**src/rtl/dcache_pkg.sv**
```systemverilog
// Shared types and constants for the direct-mapped data cache.
// Exports: state_t (IDLE/WRITEBACK/ALLOCATE/UPDATE), BLOCK_W, WORD_W,
// OFFSET_BITS, INDEX_BITS, TAG_BITS and get_word() block word select.
package dcache_pkg;

  typedef enum logic [1:0] {IDLE, WRITEBACK, ALLOCATE, UPDATE} state_t;

  localparam int BLOCK_W     = 128;
  localparam int WORD_W      = 32;
  localparam int OFFSET_BITS = 2;
  localparam int INDEX_BITS  = 3;
  localparam int TAG_BITS    = 28 - INDEX_BITS;

  // Word 0 lives in block bits [31:0].
  function automatic logic [WORD_W-1:0] get_word(input logic [BLOCK_W-1:0] blk,
                                                 input logic [OFFSET_BITS-1:0] off);
    return blk[off*WORD_W +: WORD_W];
  endfunction

endpackage

```
**src/rtl/dcache_if.sv**
```systemverilog
// CPU and data_memory signal bundle for the data cache.
// slave: cache controller view (CPU requests in, memory requests out).
// master: environment view (CPU + memory). hit_count/miss_count exist with DCACHE_STATS_EN.
interface dcache_if #(parameter int MEM_ADDR_W = 28);

  logic                  read;
  logic                  write;
  logic [31:0]           address;
  logic [31:0]           writedata;
  logic [31:0]           readdata;
  logic                  busywait;
  logic                  mem_read;
  logic                  mem_write;
  logic [MEM_ADDR_W-1:0] mem_address;
  logic [127:0]          mem_writedata;
  logic [127:0]          mem_readdata;
  logic                  mem_busywait;
`ifdef DCACHE_STATS_EN
  logic [31:0]           hit_count;
  logic [31:0]           miss_count;
`endif

  modport slave (
    input  read, write, address, writedata, mem_readdata, mem_busywait,
    output readdata, busywait, mem_read, mem_write, mem_address, mem_writedata
`ifdef DCACHE_STATS_EN
    , output hit_count, miss_count
`endif
  );

  modport master (
    output read, write, address, writedata, mem_readdata, mem_busywait,
    input  readdata, busywait, mem_read, mem_write, mem_address, mem_writedata
`ifdef DCACHE_STATS_EN
    , input hit_count, miss_count
`endif
  );

endinterface

```
**src/rtl/dcache_line_store.sv**
```systemverilog
// Valid/dirty/tag/data arrays of the direct-mapped cache.
// Ports: clock, reset (sync active-low, clears valid+dirty), index selects the line
// for the combinational read port and the single write port (word write or line install).
module dcache_line_store import dcache_pkg::*; #(
  parameter int INDEX_BITS = 3,
  parameter int TAG_W      = 25
) (
  input  logic                   clock,
  input  logic                   reset,
  input  logic [INDEX_BITS-1:0]  index,
  output logic                   line_valid,
  output logic                   line_dirty,
  output logic [TAG_W-1:0]       line_tag,
  output logic [BLOCK_W-1:0]     line_data,
  input  logic                   word_we,
  input  logic [OFFSET_BITS-1:0] word_offset,
  input  logic [WORD_W-1:0]      word_data,
  input  logic                   line_we,
  input  logic [TAG_W-1:0]       new_tag,
  input  logic [BLOCK_W-1:0]     new_data
);

  localparam int NLINES = 1 << INDEX_BITS;

  logic [NLINES-1:0]  valid_q;
  logic [NLINES-1:0]  dirty_q;
  logic [TAG_W-1:0]   tag_q  [NLINES];
  logic [BLOCK_W-1:0] data_q [NLINES];

  assign line_valid = valid_q[index];
  assign line_dirty = dirty_q[index];
  assign line_tag   = tag_q[index];
  assign line_data  = data_q[index];

  // Only the status bits are reset; tag/data are qualified by valid.
  always_ff @(posedge clock) begin
    if (!reset) begin
      valid_q <= '0;
      dirty_q <= '0;
    end else if (line_we) begin
      valid_q[index] <= 1'b1;
      dirty_q[index] <= 1'b0;
    end else if (word_we) begin
      dirty_q[index] <= 1'b1;
    end
  end

  always_ff @(posedge clock) begin
    if (reset && line_we) begin
      tag_q[index]  <= new_tag;
      data_q[index] <= new_data;
    end else if (reset && word_we) begin
      data_q[index][word_offset*WORD_W +: WORD_W] <= word_data;
    end
  end

endmodule

```
**src/rtl/dcache_controller.sv**
```systemverilog
// Direct-mapped write-back write-allocate data cache controller (FSM + handshake).
// Ports: clock, reset (sync active-low), bus (dcache_if.slave: CPU read/write/address/
// writedata/readdata/busywait, memory mem_* block handshake). Optional DCACHE_STATS_EN adds hit/miss counters.
module dcache_controller import dcache_pkg::*; #(
  parameter int INDEX_BITS = 3,
  parameter int MEM_ADDR_W = 28
) (
  input  logic     clock,
  input  logic     reset,
  dcache_if.slave  bus
);

  localparam int TAG_W = MEM_ADDR_W - INDEX_BITS;

  state_t                  state;
  logic [BLOCK_W-1:0]      refill_q;
  logic                    mem_read_q;
  logic                    mem_write_q;
  logic [MEM_ADDR_W-1:0]   mem_address_q;
  logic [BLOCK_W-1:0]      mem_writedata_q;

  logic [INDEX_BITS-1:0]   req_index;
  logic [OFFSET_BITS-1:0]  req_offset;
  logic [TAG_W-1:0]        req_tag;
  logic                    line_valid, line_dirty;
  logic [TAG_W-1:0]        line_tag;
  logic [BLOCK_W-1:0]      line_data;
  logic                    access, hit, in_idle, miss;
  logic                    unused_addr_bits;

  assign req_offset = bus.address[3:2];
  assign req_index  = bus.address[4 +: INDEX_BITS];
  assign req_tag    = bus.address[31:4+INDEX_BITS];
  assign unused_addr_bits = ^bus.address[1:0];

  // read && write together is not an access at all.
  assign access  = bus.read ^ bus.write;
  assign hit     = line_valid && (line_tag == req_tag);
  assign in_idle = (state == IDLE);
  assign miss    = in_idle && access && !hit;

  // CPU-side outputs are forced low while reset is held.
  assign bus.busywait = reset && (!in_idle || miss);
  assign bus.readdata = (reset && in_idle && bus.read && !bus.write && hit)
                        ? get_word(line_data, req_offset) : '0;

  assign bus.mem_read      = mem_read_q;
  assign bus.mem_write     = mem_write_q;
  assign bus.mem_address   = mem_address_q;
  assign bus.mem_writedata = mem_writedata_q;

  dcache_line_store #(.INDEX_BITS(INDEX_BITS), .TAG_W(TAG_W)) u_store (
    .clock       (clock),
    .reset       (reset),
    .index       (req_index),
    .line_valid  (line_valid),
    .line_dirty  (line_dirty),
    .line_tag    (line_tag),
    .line_data   (line_data),
    .word_we     (reset && in_idle && bus.write && !bus.read && hit),
    .word_offset (req_offset),
    .word_data   (bus.writedata),
    .line_we     (reset && (state == UPDATE)),
    .new_tag     (req_tag),
    .new_data    (refill_q)
  );

  always_ff @(posedge clock) begin
    if (!reset) begin
      state           <= IDLE;
      mem_read_q      <= 1'b0;
      mem_write_q     <= 1'b0;
      mem_address_q   <= '0;
      mem_writedata_q <= '0;
      refill_q        <= '0;
    end else begin
      case (state)
        IDLE: begin
          if (miss) begin
            if (line_valid && line_dirty) begin
              state           <= WRITEBACK;
              mem_write_q     <= 1'b1;
              mem_address_q   <= {line_tag, req_index};
              mem_writedata_q <= line_data;
            end else begin
              state         <= ALLOCATE;
              mem_read_q    <= 1'b1;
              mem_address_q <= bus.address[31:32-MEM_ADDR_W];
            end
          end
        end
        WRITEBACK: begin
          // Enter ALLOCATE with mem_read still low for one cycle so the
          // memory sees its request drop and restarts cleanly.
          if (!bus.mem_busywait) begin
            state           <= ALLOCATE;
            mem_write_q     <= 1'b0;
            mem_writedata_q <= '0;
            mem_address_q   <= bus.address[31:32-MEM_ADDR_W];
          end
        end
        ALLOCATE: begin
          if (!mem_read_q) begin
            mem_read_q <= 1'b1;
          end else if (!bus.mem_busywait) begin
            state         <= UPDATE;
            mem_read_q    <= 1'b0;
            mem_address_q <= '0;
            refill_q      <= bus.mem_readdata;
          end
        end
        UPDATE: state <= IDLE;
        default: state <= IDLE;
      endcase
    end
  end

`ifdef DCACHE_STATS_EN
  logic        refilled_q;
  logic [31:0] hit_q, miss_q;

  assign bus.hit_count  = hit_q;
  assign bus.miss_count = miss_q;

  // refilled_q marks the IDLE cycle right after UPDATE, whose re-hit is
  // part of the miss already counted.
  always_ff @(posedge clock) begin
    if (!reset) begin
      refilled_q <= 1'b0;
      hit_q      <= '0;
      miss_q     <= '0;
    end else begin
      refilled_q <= (state == UPDATE);
      if (in_idle && access && hit && !refilled_q && hit_q != 32'hFFFF_FFFF)
        hit_q <= hit_q + 32'd1;
      if (miss && miss_q != 32'hFFFF_FFFF)
        miss_q <= miss_q + 32'd1;
    end
  end
`endif

endmodule
```
**src/flat_wrapper.sv**
```systemverilog
// flat-port wrapper written by rule: the top's interface ports become plain ports
module dcache_controller_flat import dcache_pkg::*;
#(
  parameter int INDEX_BITS = 3,
  parameter int MEM_ADDR_W = 28
)
  (clock, reset, bus_read, bus_write, bus_address, bus_writedata, bus_mem_readdata, bus_mem_busywait, bus_readdata, bus_busywait, bus_mem_read, bus_mem_write, bus_mem_address, bus_mem_writedata);
  dcache_if #(.MEM_ADDR_W(MEM_ADDR_W)) bus_i ();
  input  logic clock;
  input  logic reset;
  input wire logic [$bits(bus_i.read)-1:0] bus_read;
  input wire logic [$bits(bus_i.write)-1:0] bus_write;
  input wire logic [$bits(bus_i.address)-1:0] bus_address;
  input wire logic [$bits(bus_i.writedata)-1:0] bus_writedata;
  input wire logic [$bits(bus_i.mem_readdata)-1:0] bus_mem_readdata;
  input wire logic [$bits(bus_i.mem_busywait)-1:0] bus_mem_busywait;
  output wire logic [$bits(bus_i.readdata)-1:0] bus_readdata;
  output wire logic [$bits(bus_i.busywait)-1:0] bus_busywait;
  output wire logic [$bits(bus_i.mem_read)-1:0] bus_mem_read;
  output wire logic [$bits(bus_i.mem_write)-1:0] bus_mem_write;
  output wire logic [$bits(bus_i.mem_address)-1:0] bus_mem_address;
  output wire logic [$bits(bus_i.mem_writedata)-1:0] bus_mem_writedata;
  assign bus_i.read = bus_read;
  assign bus_i.write = bus_write;
  assign bus_i.address = bus_address;
  assign bus_i.writedata = bus_writedata;
  assign bus_i.mem_readdata = bus_mem_readdata;
  assign bus_i.mem_busywait = bus_mem_busywait;
  assign bus_readdata = bus_i.readdata;
  assign bus_busywait = bus_i.busywait;
  assign bus_mem_read = bus_i.mem_read;
  assign bus_mem_write = bus_i.mem_write;
  assign bus_mem_address = bus_i.mem_address;
  assign bus_mem_writedata = bus_i.mem_writedata;
  dcache_controller #(.INDEX_BITS(INDEX_BITS), .MEM_ADDR_W(MEM_ADDR_W)) u_core (.clock(clock), .reset(reset), .bus(bus_i));
endmodule
```
**config.mk**
```make
export PLATFORM = sky130hd
export DESIGN_NAME = dcache_controller_flat
export DESIGN_NICKNAME = d
export VERILOG_FILES = /design/src/rtl/dcache_pkg.sv /design/src/rtl/dcache_if.sv /design/src/rtl/dcache_line_store.sv /design/src/rtl/dcache_controller.sv /design/src/flat_wrapper.sv
export SDC_FILE = /design/constraint.sdc
export NUM_CORES = 2
export LEC_CHECK = 0
export CELL_PAD_IN_SITES_DETAIL_PLACEMENT = 1
export CELL_PAD_IN_SITES_GLOBAL_PLACEMENT = 1
export CORE_ASPECT_RATIO = 1.5
export CORE_MARGIN = 5
export CORE_UTILIZATION = 49
export CTS_CLUSTER_SIZE = 20
export DETAILED_ROUTE_END_ITERATION = 10
export PLACE_DENSITY_LB_ADDON = 0.1
export SYNTH_ARGS = -nofsm -noshare
export SYNTH_HDL_FRONTEND = slang
export SYNTH_SLANG_ARGS = --single-unit
```
**constraint.sdc**
```tcl
create_clock -name clock -period 8.2 [get_ports clock]
set_input_delay 1.64 -clock clock [delete_from_list [all_inputs] [get_ports clock]]
set_output_delay 1.64 -clock clock [all_outputs]
set_load 0.01 [all_outputs]
```
Word-level counts from Yosys, hierarchy flattened
Memories as Yosys holds them, arrays and structs flattened.
Index checks and enable logic that the tools add are counted.
{ "word_totals": {"n_memories": 2, "input_bits": 197, "register_bits": 304, "elab_cells": 358, "output_inout_bits": 191, "mem_bits_rw": 1224} }
{ "memory_table": {"columns": ["memory", "words", "width", "rd", "rd_ports_with_merged_regs", "wr", "line_no", "rtl"], "rows": [
  ["u_core.u_store.data_q", 8, 128, 1, 0, 1, "dcache_line_store.sv:28", "logic [BLOCK_W-1:0] data_q [NLINES];"],
  ["u_core.u_store.tag_q", 8, 25, 1, 0, 1, "dcache_line_store.sv:27", "logic [TAG_W-1:0] tag_q [NLINES];"]
]} }
{ "classes": {"eq_ne": 10, "n_addsub": 1, "mux": 167, "n_lt_le_gt_ge": 2, "n_reduce_logical": 31, "n_bitwise": 134, "shift": 3} }
{ "ops": {"columns": ["op", "n"], "rows": [
  ["2-to-1 mux 128 bit", 4],
  ["one-hot mux 128 bit (2 select lines)", 1],
  ["2-to-1 mux 1 bit", 142],
  ["2-to-1 mux 28 bit", 5],
  ["bitwise OR 1 bit", 128],
  ["variable shift 32 x 34 -> 128 bit, first input constant", 1],
  ["variable part select 128 x 8 -> 32 bit", 1],
  ["variable part select 32 x 34 -> 128 bit", 1],
  ["one-hot mux 28 bit (3 select lines)", 1],
  ["negation 7 -> 34 bit", 1],
  ["2-to-1 mux 32 bit", 1],
  ["== test 25 bit", 1],
  ["logical AND 1 bit", 16],
  ["2-to-1 mux 8 bit", 2],
  ["bitwise OR 8 bit", 2],
  ["2-to-1 mux 2 bit", 5],
  ["!= test 2 bit, second input constant", 5],
  ["bitwise AND 8 bit", 1],
  ["inverter 8 bit", 1],
  ["one-hot mux 2 bit (4 select lines)", 1],
  ["AND reduction 4 bit", 2],
  ["binary-select mux 1 bit (select 3 bit)", 2],
  ["AND reduction 3 bit", 2],
  ["nonzero test 2 bit", 3],
  ["other kinds (14)", 19]
]} }

Logic depth before layout (Yosys ltp)
{ "logic_depth": {"word_depth": 10, "ltp_mapped": 16, "depth_no_buf": 8} }

Hierarchy
Synthesis repeated with hierarchy kept, for this count alone.
{ "unflattened": {"cells_unflattened": 3904, "area_unflattened_um2": 61580.3} }
{ "by_module_without_submodules": {"columns": ["module", "cells_per_inst", "area_per_inst_um2", "seq_area_each_um2", "instances"], "rows": [
  ["dcache_line_store", 2419, 48526.5, 37075.6, 1],
  ["dcache_controller", 1485, 13053.8, 5765.5, 1]
]} }

Worst setup path before layout
Ideal clock, no wire load.
{ "synth_path": {"path_type": "in2out", "startpoint": "in bus_address[5]", "endpoint": "out bus_readdata[10]", "arrival_time_ns": 4.821, "n_path_buf": 4, "t_required_ns": 6.560, "stages": 12, "setup_slack_ns": 1.739, "cell_sequence": "buf_2 clkbuf_1 mux4_2 mux2i_1 xor2_1 nand3_1 or4_1 or4_1 or4_1 buf_2 buf_6 nor2_1"} }
{ "synth_via": {"elab_chain_len": 5, "word_cells_on_any_way": 9, "cone_classes": "eq/ne: 1; shift: 1; mux: 3; reduce/logical: 2; memory: 2"} }
{ "synth_lines": {"columns": ["item", "line_no", "rtl"], "rows": [
  ["start, declared", "flat_wrapper.sv:13", "input wire logic [$bits(bus_i.address)-1:0] bus_address;"],
  ["branches (longest 4 deep; another with memory (8 x 128 bit))", null, null],
  ["2-to-1 mux 32 bit *", "dcache_controller.sv:45", "? get_word(line_data, req_offset) : '0;"],
  ["end, declared", "flat_wrapper.sv:17", "output wire logic [$bits(bus_i.readdata)-1:0] bus_readdata;"]
]} }
Every way passes the cells marked *. The select of a mux whose other input is x is not followed.

Worst setup path in the final report
{ "layout_path": {"startpoint": "in bus_address[5]", "endpoint": "out bus_readdata[26]"} }
The elaborated chain is that of the path after synthesis.

==> impl_results.md <==
- Post-CTS Hold Fix Bufs: 0
- Skew final: between 0.02 and 0.03 ns
- Longest Clk Path Bufs: 3
- Htree depth: 4
- CTS root buffer: clkbuf_16
- DR vias: 39400
- Worst VDD drop: between 0.2 and 0.25 mV
- First-pass GRT wire length: slightly below 300000 µm
- Clock Power Share: 39.1%
- Switching Fraction: 24.7%
- Reg2reg setup slack: 3.28 ns
- Tmin final: 7.64 ns
- Flops & latches, synth: 1528
- Die Span Y: 437 µm
- Largest net degree at the start of global routing: 93
- Max Fclk: around 130 MHz
- Worst-Margin Slew: 1.20 ns
- Post-synth EDFFs: 1224
- Finished Layout Cells: 6254
- Cells after DPL: 5981
- Layout cell share with drive strength beyond 1: 11.8%
- ANT nets after route: 0
- Hpwl dp: 140000 µm
- WP data arrival: about 6.0 ns
- CTS tree: yes
- Die Wd: between 200 and 300 µm
- Synth unique cells: 63
- Initial Util: 49.4%
- CORE AREA: between 100000 and 150000 µm²
- CP Capture Type: output pin
- Final period utilization: 93.2%
- Most common cell after layout, fill and taps aside: edfxtp_1
- CTS Buf Count: 144
- Cts repair resizes: 0
- FP Rows: 156
- Reg power frac: 49.9%
- Internal: about 13000 µW
- Die Area: 129000 µm²
- Avg Synthesized Cell Area: around 14 µm²
- Worst setup path class: input pin to output pin
- Vias in the first global route: 40200
- Via-to-Cell Ratio: 6.31
- Worst EP required: 6.56 ns
- Worst slew margin: 19.5%
- Async SR Flop Fraction: 0%
- Cells after Synth: 4143
- Comb pwr share: 11.0%
- Final nets: 4754
- Status: completed
- Initial antenna violation count: 10
- Syn nets: 4350
- # setup viols final: 0
- Final Hold Fails: 0
- Layout area overhead: 19.2%
- Initial DRT Pass Iterations: 5
- GRT Util Overall: 31.8%
- Residual DRC: 0
- CP Max Fanout: 19
- Worst hold path class: flop to flop
- Setup crit start kind: input pin
- Buffers on Ports: 385
- Final Max Slew Viols: 0
- Clk_lat worst skew: just under 0.8 ns
- Total wire length: around 210000 µm
- Ys Warns: 0
- # Post-CTS Setup Buffers: 0
- Lkg Pwr: 0.0234 µW
- Pwr/cell area: 243 nW/µm²
- Most frequent cells in the layout: edfxtp_1, nand2_1, clkdlybuf4s50_1
- Setup TNS: 0 ns
- Wire per inst: 33.5 µm
- # Max-Cap Violations: 0
- Worst Hold Depth: 2
- Switch Pwr: 4270 µW
- RePlAce Congestion: 0.868
- I/O pin count: 388
- Ys flop type: edfxtp_1
- Clock sinks: 1528
- RSZ-0062 raised after global routing: false
- Drt initial violations: 4565
- Sequential area share after synthesis: 71.9%
- Clk pin slew, worst setup/hold paths: around 0.060 ns
- Reg2Reg Depth: 10
- Synthesized area: 59600 µm²
- Grt total ovfl: 0
layout make-up:
type / instances / area [µm²]
Clock inverter: 74 / 677
Inverter: 137 / 514
Sequential cell: 1528 / 42800
Timing Repair Buffer: 553 / 5430
Tap cell: 1580 / 1980
Fill cell: 11400 / 49600
Clock buffer: 190 / 4030
Antenna cell: 9 / 22.5
Multi-Input combinational cell: 2183 / 15500
metrics by stage:
step | area (µm²) | util, % | setup WS (ns) | hold WS (ns) | total power (µW)
6_report | 71000 | 58.9 | 0.560 | 0.456 | 17300
5_1_grt | 71000 | 58.9 | 0.416 | 0.467 | 17800
4_1_cts | 71000 | 58.9 | 0.565 | 0.457 | 17300
3_5_place_dp | 66300 | 55.0 | 0.642 | 0.443 | 10700
3_3_place_gp | 66300 | 55.0 | 0.651 | 0.432 | 10600
2_1_floorplan | 59600 | - | 1.74 | 0.426 | 9710
path summary, 6_finish.rpt:
path | start | end
max reg2reg | u_core.u_store.tag_q[3][20]$_DFFE_PP_ | u_core.u_store.data_q[6][104]$_DFFE_PP_
min reg2reg | u_core.bus.mem_writedata[98]$_SDFFE_PN0P_ | u_core.bus.mem_writedata[98]$_SDFFE_PN0P_
max | bus_address[5] | bus_readdata[26]
min | u_core.bus.mem_writedata[98]$_SDFFE_PN0P_ | u_core.bus.mem_writedata[98]$_SDFFE_PN0P_
power groups by stage:
stage                     Clock (µW)  Combinational, µW  Sequential, µW
after global placement             0               1850            8770
after detailed placement           0               1880            8790
after floorplan                    0                919            8790
after global routing            7150               1980            8630
after CTS                       6810               1890            8620
final                           6750               1900            8620
worst max-delay path, cell delays in order:
cell and delay (ns):
buf_2 0.46, mux4_2 0.41, mux2i_1 0.21, xor2_1 0.47
nand3_1 0.14, or4_1 0.63, or4_1 0.56, or4_1 0.46
buf_4 0.26, nor2_1 0.16, clkdlybuf4s50_1 0.55
logic make-up (layout without fill, tap and decap cells):
| family | Yosys count | count (layout) | share of synthesized area [%] |
|---|---|---|---|
| AOI/OAI and AO/OA | 917 | 917 | 11.2 |
| xor gates and xnor gates | 13 | 13 | 0.191 |
| adders and majority gates | 10 | 10 | 0.210 |
| buffers and inverters | 432 | 954 | 2.91 |
| DFF | 1528 | 1528 | 71.9 |
| muxes | 338 | 338 | 6.82 |
| other | 0 | 9 | 0 |
| and+or+nand+nor | 905 | 905 | 6.76 |
state kept, by name (all words and copies together) (netlist names), named ones only:
name / flops
u_core.bus.mem_write: 1
u_core.u_store.data_q: 1024
u_core.u_store.tag_q: 200
u_core.bus.mem_address: 28
u_core.state: 2
u_core.refill_q: 128
u_core.bus.mem_read: 1
u_core.bus.mem_writedata: 128
u_core.u_store.valid_q: 8
Yosys cell counts (7+ instances only):
library cell,count,area [µm²]
a21boi_0,134,1010
a21o_1,11,82.6
a21oi_1,84,420
a221o_1,8,80.1
a221oi_1,85,744
a222oi_1,8,80.1
a22o_1,66,578
a22oi_1,314,2360
a31oi_1,11,68.8
and3_1,82,513
and3b_1,9,78.8
and4_1,31,272
buf_1,31,116
buf_2,40,200
buf_4,7,52.6
clkbuf_1,212,796
dfxtp_1,304,6090
edfxtp_1,1224,36800
ha_1,10,125
inv_1,136,510
mux2_2,33,372
mux2i_1,252,2520
mux4_2,51,1150
nand2_1,615,2310
nand2b_1,8,50.1
nand3_1,23,115
nand4_1,7,43.8
nor2_1,81,304
nor2b_1,8,50.1
nor3_1,9,45.0
o21ai_0,30,150
o22ai_1,141,882
xnor2_1,7,61.3
metal layers:
layer | global-route usage, % | routed length (µm)
met4 | 16.4 | 13100
met3 | 6.23 | 18700
met1 | 41.3 | 79000
met2 | 51.2 | 98800
met5 | 0 | 46
No activity file was read; power rests on OpenSTA's default activity.
